### config.mk
export PLATFORM = sky130hd
export DESIGN_NAME = countdown_timer_flat
export DESIGN_NICKNAME = d
export VERILOG_FILES = /design/src/rtl/countdown_timer_if.sv /design/src/rtl/countdown_timer.sv /design/src/flat_wrapper.sv
export SDC_FILE = /design/constraint.sdc
export NUM_CORES = 1
export LEC_CHECK = 0
export CORE_MARGIN = 4
export CORE_UTILIZATION = 30
export CTS_BUF_LIST = sky130_fd_sc_hd__clkbuf_4 sky130_fd_sc_hd__clkbuf_8
export DETAILED_ROUTE_END_ITERATION = 10
export GPL_ROUTABILITY_DRIVEN = 0
export GPL_TIMING_DRIVEN = 0
export PLACE_DENSITY = 0.59
export SETUP_SLACK_MARGIN = 0.15
export SYNTH_ARGS = -nofsm -noshare
export SYNTH_HDL_FRONTEND = slang
export SYNTH_SLANG_ARGS = --single-unit
### constraint.sdc
create_clock -name clk -period 2.5 [get_ports clk]
set_clock_uncertainty 0.1 [all_clocks]
set_input_delay 0.75 -clock clk [delete_from_list [all_inputs] [get_ports clk]]
set_output_delay 0.75 -clock clk [all_outputs]
set_load 0.005 [all_outputs]
### src/rtl/countdown_timer_if.sv
// Load handshake between an upstream master (software/FSM) and the countdown timer.
// The master presents a terminal value; the timer accepts it when load_ready is high.
interface countdown_timer_if #(
    parameter int WIDTH = 6
);
    logic             load_valid;
    logic [WIDTH-1:0] load_value;
    logic             load_ready;

    modport master (output load_valid, load_value, input load_ready);
    modport slave  (input load_valid, load_value, output load_ready);
endinterface

### src/rtl/countdown_timer.sv
// Loadable down-counter with sticky done flag, optional auto-reload and
// a wrapping expiry event counter.
module countdown_timer #(
    parameter int WIDTH = 6,
    parameter int EXP_W = 8
) (
    input  logic              clk,
    input  logic              rst,
    countdown_timer_if.slave  ld,
    input  logic              start,
    input  logic              pause,
    input  logic              abort,
    input  logic              reload_en,
    input  logic              done_ack,
    output logic [WIDTH-1:0]  count,
    output logic              busy,
    output logic              done,
    output logic              expire,
    output logic [EXP_W-1:0]  expire_cnt
);

    localparam logic [1:0] S_IDLE = 2'd0;
    localparam logic [1:0] S_RUN  = 2'd1;
    localparam logic [1:0] S_DONE = 2'd2;

    logic [1:0]       state;
    logic [WIDTH-1:0] reload_reg;
    logic             load_fire;

    assign ld.load_ready = (state != S_RUN);
    assign load_fire     = ld.load_valid && ld.load_ready;

    always_ff @(posedge clk) begin
        if (rst) begin
            state      <= S_IDLE;
            count      <= '0;
            reload_reg <= '0;
            busy       <= 1'b0;
            done       <= 1'b0;
            expire     <= 1'b0;
            expire_cnt <= '0;
        end else begin
            expire <= 1'b0;
            if (abort) begin
                // reload_reg and expire_cnt survive an abort
                state <= S_IDLE;
                count <= '0;
                busy  <= 1'b0;
                done  <= 1'b0;
            end else begin
                if (load_fire) begin
                    count      <= ld.load_value;
                    reload_reg <= ld.load_value;
                end
                case (state)
                    S_IDLE: begin
                        if (start && !load_fire) begin
                            if (count != '0) begin
                                state <= S_RUN;
                                busy  <= 1'b1;
                            end else begin
                                // zero terminal value expires immediately
                                state      <= S_DONE;
                                done       <= 1'b1;
                                expire     <= 1'b1;
                                expire_cnt <= expire_cnt + EXP_W'(1);
                            end
                        end
                    end
                    S_RUN: begin
                        if (!pause) begin
                            if (count > WIDTH'(1)) begin
                                count <= count - WIDTH'(1);
                            end else if (count == WIDTH'(1)) begin
                                expire     <= 1'b1;
                                expire_cnt <= expire_cnt + EXP_W'(1);
                                if (reload_en && reload_reg != '0) begin
                                    count <= reload_reg;
                                end else begin
                                    count <= '0;
                                    state <= S_DONE;
                                    busy  <= 1'b0;
                                    done  <= 1'b1;
                                end
                            end
                        end
                    end
                    S_DONE: begin
                        if (done_ack) begin
                            state <= S_IDLE;
                            done  <= 1'b0;
                        end
                    end
                    default: begin
                        state <= S_IDLE;
                        busy  <= 1'b0;
                        done  <= 1'b0;
                    end
                endcase
            end
        end
    end

endmodule

### src/flat_wrapper.sv
// flat-port wrapper written by rule: the top's interface ports become plain ports
module countdown_timer_flat 
#(
    parameter int WIDTH = 6,
    parameter int EXP_W = 8
)
  (clk, rst, start, pause, abort, reload_en, done_ack, count, busy, done, expire, expire_cnt, ld_load_valid, ld_load_value, ld_load_ready);
  countdown_timer_if #(.WIDTH(WIDTH)) ld_i ();
  input  logic clk;
  input  logic rst;
  input  logic start;
  input  logic pause;
  input  logic abort;
  input  logic reload_en;
  input  logic done_ack;
  output logic [WIDTH-1:0] count;
  output logic busy;
  output logic done;
  output logic expire;
  output logic [EXP_W-1:0] expire_cnt;
  input wire logic [$bits(ld_i.load_valid)-1:0] ld_load_valid;
  input wire logic [$bits(ld_i.load_value)-1:0] ld_load_value;
  output wire logic [$bits(ld_i.load_ready)-1:0] ld_load_ready;
  assign ld_i.load_valid = ld_load_valid;
  assign ld_i.load_value = ld_load_value;
  assign ld_load_ready = ld_i.load_ready;
  countdown_timer #(.WIDTH(WIDTH), .EXP_W(EXP_W)) u_core (.clk(clk), .rst(rst), .ld(ld_i), .start(start), .pause(pause), .abort(abort), .reload_en(reload_en), .done_ack(done_ack), .count(count), .busy(busy), .done(done), .expire(expire), .expire_cnt(expire_cnt));
endmodule
## Word-level counts from Yosys, hierarchy flattened

Index checks and enable logic that the tools add are counted.

- Output and inout port bits: 18
- Register bits: 25
- Word-level logic and storage cells: 79
- Input bits: 14

- Eq/ne operators: 12
- Mux-type cells: 41
- $add $sub $neg: 2
- $lt $le $gt $ge: 1
- Bitwise gates (word level): 2
- Reduce and logical (&&, ||, !) cells: 14

Operators by type and width:

| kind | number |
|---|---|
| 8-bit two-way mux | 5 |
| 6-bit two-way mux | 6 |
| 7-bit AND reduction | 3 |
| 1-bit two-way mux | 18 |
| 8-bit case mux with 2 select lines | 1 |
| 2-bit two-way mux | 7 |
| 6-bit nonzero test | 2 |
| 2-bit inequality test (second input constant) | 5 |
| 8-bit by 1-bit adder with 8-bit output (second input constant) | 1 |
| 2-bit by 1-bit inequality test with 1-bit output (second input constant) | 4 |
| 6-bit by 1-bit == test with 1-bit output (second input constant) | 1 |
| 6-bit by 1-bit greater-than comparator with 1-bit output (second input constant) | 1 |
| 1-bit case mux with 3 select lines | 2 |
| 2-bit case mux with 3 select lines | 1 |
| 6-bit AND reduction | 1 |
| 6-bit by 1-bit subtractor with 6-bit output (second input constant) | 1 |
| 1-bit logical AND | 3 |
| 2-bit by 1-bit == test with 1-bit output (second input constant) | 1 |
| 2-bit == test (second input constant) | 1 |
| 2-bit zero test | 1 |
| 1-bit inverter | 2 |
| 1-bit case mux with 2 select lines | 1 |
| 2-bit AND reduction | 1 |
| 2-bit nonzero test | 1 |
| 2 further kinds | 2 |

## Depth between registers and ports, before layout

Gate-level depths: netlist of the first run.

- Depth after elaboration: 7
- Depth in mapped cells: 7
- Depth with buffers taken out: 7

## Worst setup path before layout of the first run

OpenSTA, ideal clock, no wires.

- Path kind: input -> register
- Start point: input ld_load_valid
- End point: register u_core.expire_cnt[7]
- Slack: 0.083 ns
- Path buffers: 0
- Setup time: 0.128 ns
- Required time: 2.272 ns
- Cell stages on the path: 5
- Data arrival time: 2.189 ns
- Cell sequence: or4bb_1 -> a2111oi_4 -> nand4_1 -> xor2_1 -> nor2_1

- Cells in the longest elaborated chain, start to end: 5

Ends and longest elaborated chain:

| element | line | RTL |
|---|---|---|
| from (decl) | flat_wrapper.sv:21 | `input wire logic [$bits(ld_i.load_valid)-1:0] ld_load_valid;` |
| 1-bit logical AND | countdown_timer.sv:31 | `assign load_fire = ld.load_valid && ld.load_ready;` |
| 1-bit zero test | countdown_timer.sv:57 | `if (start && !load_fire) begin` |
| 1-bit logical AND | countdown_timer.sv:57 |  |
| 2-bit by 1-bit inequality test with 1-bit output (no line) | - |  |
| 7-bit AND reduction (no line) | - |  |
| to (signal assigned) | countdown_timer.sv:66 | `expire_cnt <= expire_cnt + EXP_W'(1);` |
| to (signal assigned) | countdown_timer.sv:76 | `expire_cnt <= expire_cnt + EXP_W'(1);` |
| to (decl) | countdown_timer.sv:19 | `output logic [EXP_W-1:0] expire_cnt` |

No other way between the ends.
A chain may end at the register's enable or synchronous reset.

## Final worst setup path of the first run

- Start point: input start
- End point: register u_core.expire_cnt[6]

- Cells in the longest elaborated chain, start to end: 3

Ends and longest elaborated chain:

| element | line | RTL |
|---|---|---|
| from (decl) | flat_wrapper.sv:11 | `input logic start;` |
| 1-bit logical AND | countdown_timer.sv:57 |  |
| 2-bit by 1-bit inequality test with 1-bit output (no line) | - |  |
| 7-bit AND reduction (no line) | - |  |

No other way between the ends.

==> results_dict.tcl, run 1 <==
set metrics [dict create \
    drv_cap 0 \
    dpl.hpwl_mm 2.53 \
    slew_viol_final 0 \
    sw_frac_of_total_pct 27.1 \
    placed_area_um2 1710 \
    r2r_cells 8 \
    cts.sinks 25 \
    stdcell_area_um2 1820 \
    die_area_um2 5600 \
    netlist_area_um2 1340 \
    die_h_um 74.8 \
    tns_ns 0 \
    ant_nets 0 \
    crit_fanout 8 \
    cts_hold_buf 0 \
    cp-start-kind "input port" \
    hp-class "reg -> reg" \
    synthArstFlopShare_pct 0 \
    seqPwrFrac_pct 49.8 \
    wl_per_cell_um 13.8 \
    holdWs_ns 0.399 \
    firstDrtPassIters 4 \
    criticalPathCategory "in -> reg" \
    tritoncts "done" \
    grt-ovfl-total 0 \
    clk_pin_slew_ns 0.08 \
    max_freq_mhz 454 \
    port_buffers 30 \
    ys_seq_elements 25 \
    cp.arrival_ns 2.25 \
    synth_ff_type "dfxtp_1" \
    worst-slew-pin-transition_ns 0.732 \
    r2r_slack_ns 0.30 \
    largest_reg_flops 8 \
    ir_drop_uv 198 \
    final_nets 213 \
    row_count 24 \
    synth_nets 175 \
    grt_max_degree 14 \
    holdPathStages 2 \
    setup_violations 0 \
    r2r_end "u_core.expire_cnt[6]" \
    ys.warnings.count 0 \
    dieWidth_um 74.8 \
    htree_levels 1 \
    outcome "finished, final reports clean" \
    cts_max_path_buffers 2 \
    start_util_pct 31.0 \
    cp-end-kind "flip-flop" \
    antenna_found_initial 0 \
    clockRootBuffer "clkbuf_8" \
    syn_to_final_growth_pct 35.7 \
    vias_per_cell 5.34 \
    avgSynthCellArea_um2 8.53 \
    drc 0 \
    holdCritStartpoint "u_core.done" \
    finalCritPeriodShare_pct 88.2 \
    insertedDiodeCount 0 \
    power_per_cell_area_nw_per_um2 468 \
    synth-edff-count 0 \
    drive_above_1_share_pct 11.3 \
    relSlewSlack_pct 50.7 \
    finalCriticalPeriod_ns 2.20 \
    ioPinCount 32 \
    synthCells 157 \
    num_vias 1314 \
    drt_iter0_drc 109 \
    numCtsBuffers 3 \
    hold_end "u_core.done" \
    coreArea_um2 4320 \
    p_comb_share_pct 19.8 \
    grt_use_total_pct 13.1 \
    rsz0062_at_grt "no" \
    hold_viol 0 \
    ys_types 42 \
    synth_seq_area_share_pct 37.4 \
    clk_latency_ns 0.27 \
    grt_pass1_wl_mm 5.69 \
    r2r-start "u_core.count[0]" \
    internal_power_mw 0.620 \
    startpoint "start" \
    grt_pass1_vias 1221 \
    p_leak_nw 0.713 \
    switchingPower_mw 0.231 \
    wl_mm 3.39 \
    clkPwrFrac_pct 30.4 \
    critPathRequiredTime_ns 2.55 \
]
[cells by family (layout without fill, tap and decap cells)]
family	Yosys count	after routing	synth area share (%)
buffers and inverters	13	50	4.86
AOI/OAI and AO/OA	48	48	23.7
adders and majority gates	4	4	3.74
xor gates and xnor gates	7	7	4.58
muxes	7	7	5.23
and+or+nand+nor	53	53	20.5
DFF	25	25	37.4
[timing repair]
item / 4_1_cts / 5_1_grt
setup buffers: 3 / 0
resized for setup: 7 / 13
pin swaps: 4 / 2
endpoints found under the setup margin: 9 / 10
hold endpoints to repair: 0 / 0
[worst max-delay path: stages]
cell and delay (ns):
clkdlybuf4s15_1 0.20, or4bb_4 0.48, a2111oi_4 0.32, buf_6 0.18, nand4_1 0.10, xor2_1 0.16
nor2_1 0.05
[power groups by stage]
stage | clock network (mW) | logic [mW] | registers [mW]
6_report | 0.259 | 0.168 | 0.424
5_1_grt | 0.282 | 0.186 | 0.427
4_1_cts | 0.266 | 0.165 | 0.423
3_5_place_dp | 0 | 0.161 | 0.433
3_3_place_gp | 0 | 0.160 | 0.432
2_1_floorplan | 0 | 0.100 | 0.430
[cells in the final DEF (no fill, tap or decap), drive strengths merged]
master / synthesis / final
nand2b: 2 / 2
o211a: 1 / 1
a2111oi: 2 / 2
or3: 1 / 1
and3: 3 / 3
or4bb: 1 / 1
a31oi: 2 / 2
nor4: 2 / 2
o211ai: 1 / 1
o31ai: 4 / 4
clkdlybuf4s50: 0 / 26
clkbuf: 3 / 9
or2: 1 / 1
nor3: 1 / 1
dlymetal6s2s: 0 / 2
nor3b: 1 / 1
xnor2: 1 / 1
nand3: 2 / 2
a211o: 1 / 1
o41ai: 1 / 1
a21oi: 15 / 15
dfxtp: 25 / 25
a221oi: 1 / 1
buf: 4 / 6
inv: 6 / 6
o22ai: 5 / 5
clkdlybuf4s15: 0 / 1
o21bai: 1 / 1
nand3b: 2 / 2
xor2: 6 / 6
a31o: 1 / 1
o21ai: 10 / 10
nand4: 5 / 5
ha: 4 / 4
nor2: 17 / 17
mux2i: 7 / 7
or4: 3 / 3
nor2b: 1 / 1
nand2: 11 / 11
a211oi: 3 / 3
[routing by layer]
layer | global-route usage [%] | share of wire (%) | wire length (um) | vias up
met5 | 0 | 0 | 0 | -
met4 | 5.34 | 2.1 | 70 | 0
met3 | 2.80 | 6.0 | 202 | 8
met2 | 19.1 | 43 | 1460 | 38
met1 | 18.6 | 49 | 1650 | 616
li1 | - | - | - | 652
[final cells by class]
cell class                      count  area, um2
Multi-Input combinational cell    119        803
Inverter                            6       22.5
Buffer                              7       48.8
Fill cell                         460       2510
Tap cell                           52       65.1
Timing Repair Buffer               33        327
Clock buffer                        4       48.8
Sequential cell                    25        502
[how the worst max path moves through the flow]
stage | end | slack [ns]
floorplan | u_core.expire_cnt[6] | 0.15
global placement | u_core.expire_cnt[6] | -0.53
detailed placement | u_core.expire_cnt[7] | -0.53
CTS | u_core.expire_cnt[7] | 0.13
global route | u_core.expire_cnt[3] | 0.17
finish | u_core.expire_cnt[6] | 0.30
[synth_stat cells (2+ instances only)]
cell type | count | area, um2
a211oi_1 | 3 | 22.5
a21oi_1 | 15 | 75.1
a31oi_1 | 2 | 12.5
and3_1 | 3 | 18.8
buf_6 | 2 | 22.5
clkbuf_1 | 3 | 11.3
dfxtp_1 | 25 | 500
ha_1 | 4 | 50.1
inv_1 | 6 | 22.5
mux2i_1 | 7 | 70.1
nand2_1 | 11 | 41.3
nand2b_1 | 2 | 12.5
nand3_1 | 2 | 10.0
nand3b_1 | 2 | 15.0
nand4_1 | 5 | 31.3
nor2_1 | 17 | 63.8
nor4_1 | 2 | 12.5
o21ai_0 | 8 | 40.0
o21ai_1 | 2 | 10.0
o22ai_1 | 5 | 31.3
o31ai_1 | 4 | 30.0
or4_1 | 2 | 15.0
xor2_1 | 6 | 52.6
[stage by stage]
| step | setup WS, ns | util [%] | power, mW | std cells |
|---|---|---|---|---|
| 6_report | 0.295 | 42.0 | 0.851 | 246 |
| 5_1_grt | 0.172 | 42.0 | 0.895 | 246 |
| 4_1_cts | 0.133 | 41.3 | 0.854 | 246 |
| 3_5_place_dp | -0.532 | 39.5 | 0.593 | 239 |
| 3_3_place_gp | -0.532 | 39.5 | 0.592 | 239 |
| 2_1_floorplan | 0.153 | - | 0.530 | 157 |
Note: power is estimated with default switching activity, not from simulation.
==> run 2: changes to the inputs <==
==> constraint.sdc (replaced) <==
create_clock -name clk -period 2.5 [get_ports clk]
set_clock_uncertainty 0.1 [all_clocks]
set_input_delay 0.75 -clock clk [delete_from_list [all_inputs] [get_ports clk]]
set_output_delay 0.75 -clock clk [all_outputs]
set_load 0.01 [all_outputs]
==> run 2 against run 1 <==
  * Via count up 0.84%
  * Routed wire length up 1.0%
  * Total power up 0.32%
  * Cell count down 0.41%
  * Critical path depth down 6
  * Die area unchanged
  * Sequential power about the same
  * Combinational power about the same
  * Hold slack about the same
  * Register-to-register slack about the same
  * Worst setup slack worse by 0.019 ns
  * Critical path type is now reg -> out
  * Largest cell class unchanged
==> results_dict.tcl, run 2 (synthesis gave the netlist of run 1 again) <==
set metrics [dict create \
    utilization_pct 41.7 \
    final_common_cell "clkdlybuf4s50_1" \
    cp-end-kind "primary output" \
    finalWorstSetupSlack_ns 0.276 \
    most-common-layout-cells "26 x clkdlybuf4s50_1, 24 x dfxtp_1, 17 x nor2_1" \
    cts.sinks 25 \
    grt_max_degree 14 \
    clk_pin_slew_ns 0.10 \
    largest_reg_flops 8 \
    clockRootBuffer "clkbuf_8" \
    relSlewSlack_pct 51.4 \
    ir_drop_uv 197 \
    cts_max_path_buffers 2 \
    stdcell_area_um2 1800 \
    setup_violations 0 \
    coreArea_um2 4320 \
    critical_path.cell_chain "clkdlybuf4s50_1" \
    finalCritPeriodShare_pct 89.0 \
    wl_per_cell_um 14.0 \
    htree_levels 1 \
    crit_fanout 8 \
    start_util_pct 31.0 \
    hp-class "reg -> reg" \
    num_vias 1325 \
    criticalPathCategory "reg -> out" \
    dieWidth_um 74.8 \
    syn_to_final_growth_pct 34.7 \
    die_area_um2 5600 \
    outcome "finished, final reports clean" \
    antenna_found_initial 0 \
    grt_pass1_wl_mm 5.65 \
    placed_area_um2 1710 \
    cp-start-kind "flip-flop" \
    cp.arrival_ns 1.37 \
    regArea_um2 502 \
    power_per_cell_area_nw_per_um2 473 \
    insertedDiodeCount 0 \
    max_freq_mhz 450 \
    holdWs_ns 0.399 \
    p_leak_nw 0.706 \
    place_ws_ns -0.532 \
    grt-ovfl-total 0 \
    numCtsBuffers 3 \
    drc 0 \
    rsz0062_at_grt "no" \
    drive_above_1_share_pct 10.9 \
    port_buffers 30 \
    final_nets 212 \
    worst-slew-pin-transition_ns 0.722 \
    dpl.hpwl_mm 2.53 \
    vias_per_cell 5.41 \
    row_count 24 \
    wl_mm 3.42 \
    die_h_um 74.8 \
    max_stage_delay_ns 0.60 \
    grt_use_total_pct 13.0 \
    clk_latency_ns 0.28 \
    drt_iter0_drc 119 \
    ioPinCount 32 \
    multi_input_area_um2 803 \
    crit_slowest_cell "clkdlybuf4s50_1" \
    hold_viol 0 \
    grt_pass1_vias 1204 \
    nFillCells 460 \
    slew_viol_final 0 \
    crit_family "buffers and inverters" \
    finalCriticalPeriod_ns 2.22 \
    critPathRequiredTime_ns 1.65 \
    crit_buf_inv 1 \
    ant_nets 0 \
    drv_cap 0 \
    firstDrtPassIters 4 \
    tritoncts "done" \
]
## run 2: cell types whose count changed in the layout (fill, tap and decap cells not counted)
cell / before / now
buf_2: 0 / 1
buf_4: 2 / 1
clkbuf_4: 3 / 2
dlygate4sd2_1: 0 / 1
dlymetal6s2s_1: 2 / 1
## run 2: power by group
part	leakage (nW)	switching [mW]	internal [mW]
combinational	0.476	0.0876	0.0826
sequential	0.203	0.0131	0.411
clock	0.0262	0.134	0.125
total	0.706	0.235	0.619
## run 2: metrics by stage
stage                     instances  total power, mW  TNS (ns)
final                           245            0.854         0
after floorplan                 157            0.533         0
after global placement          239            0.595     -3.73
after detailed placement        239            0.596     -3.85
after CTS                       245            0.856         0
after global routing            245            0.896         0
## run 2: worst paths after layout
kind	from	endpoint	slack [ns]	cells past startpoint
setup / recovery	u_core.count[3]	count[3]	0.28	1
hold / removal	u_core.done	u_core.done	0.40	2
setup reg to reg	u_core.count[0]	u_core.expire_cnt[6]	0.30	8
hold reg to reg	u_core.done	u_core.done	0.40	2
## run 2: routing by layer
metal / part of all wire, % / vias up / global-route usage, %
li1: - / 647 / -
met1: 48 / 630 / 18.7
met2: 45 / 44 / 19.0
met3: 5.4 / 4 / 2.67
met4: 1.5 / 0 / 5.14
met5: 0 / - / 0
## run 2: layout make-up
class | instances | area share [%]
Sequential cell | 25 | 27.8
Timing Repair Buffer | 32 | 17.5
Inverter | 6 | 1.25
Tap cell | 52 | 3.61
Clock buffer | 4 | 2.71
Buffer | 7 | 2.57
Multi-Input combinational cell | 119 | 44.6
## run 2: repair_timing
item                       CTS  global route
setup endpoints to repair    9             9
hold buffers                 0             0
setup buffers                2             0
pin swaps                    4             2
gates resized for setup      9             9
hold endpoints to repair     0             0
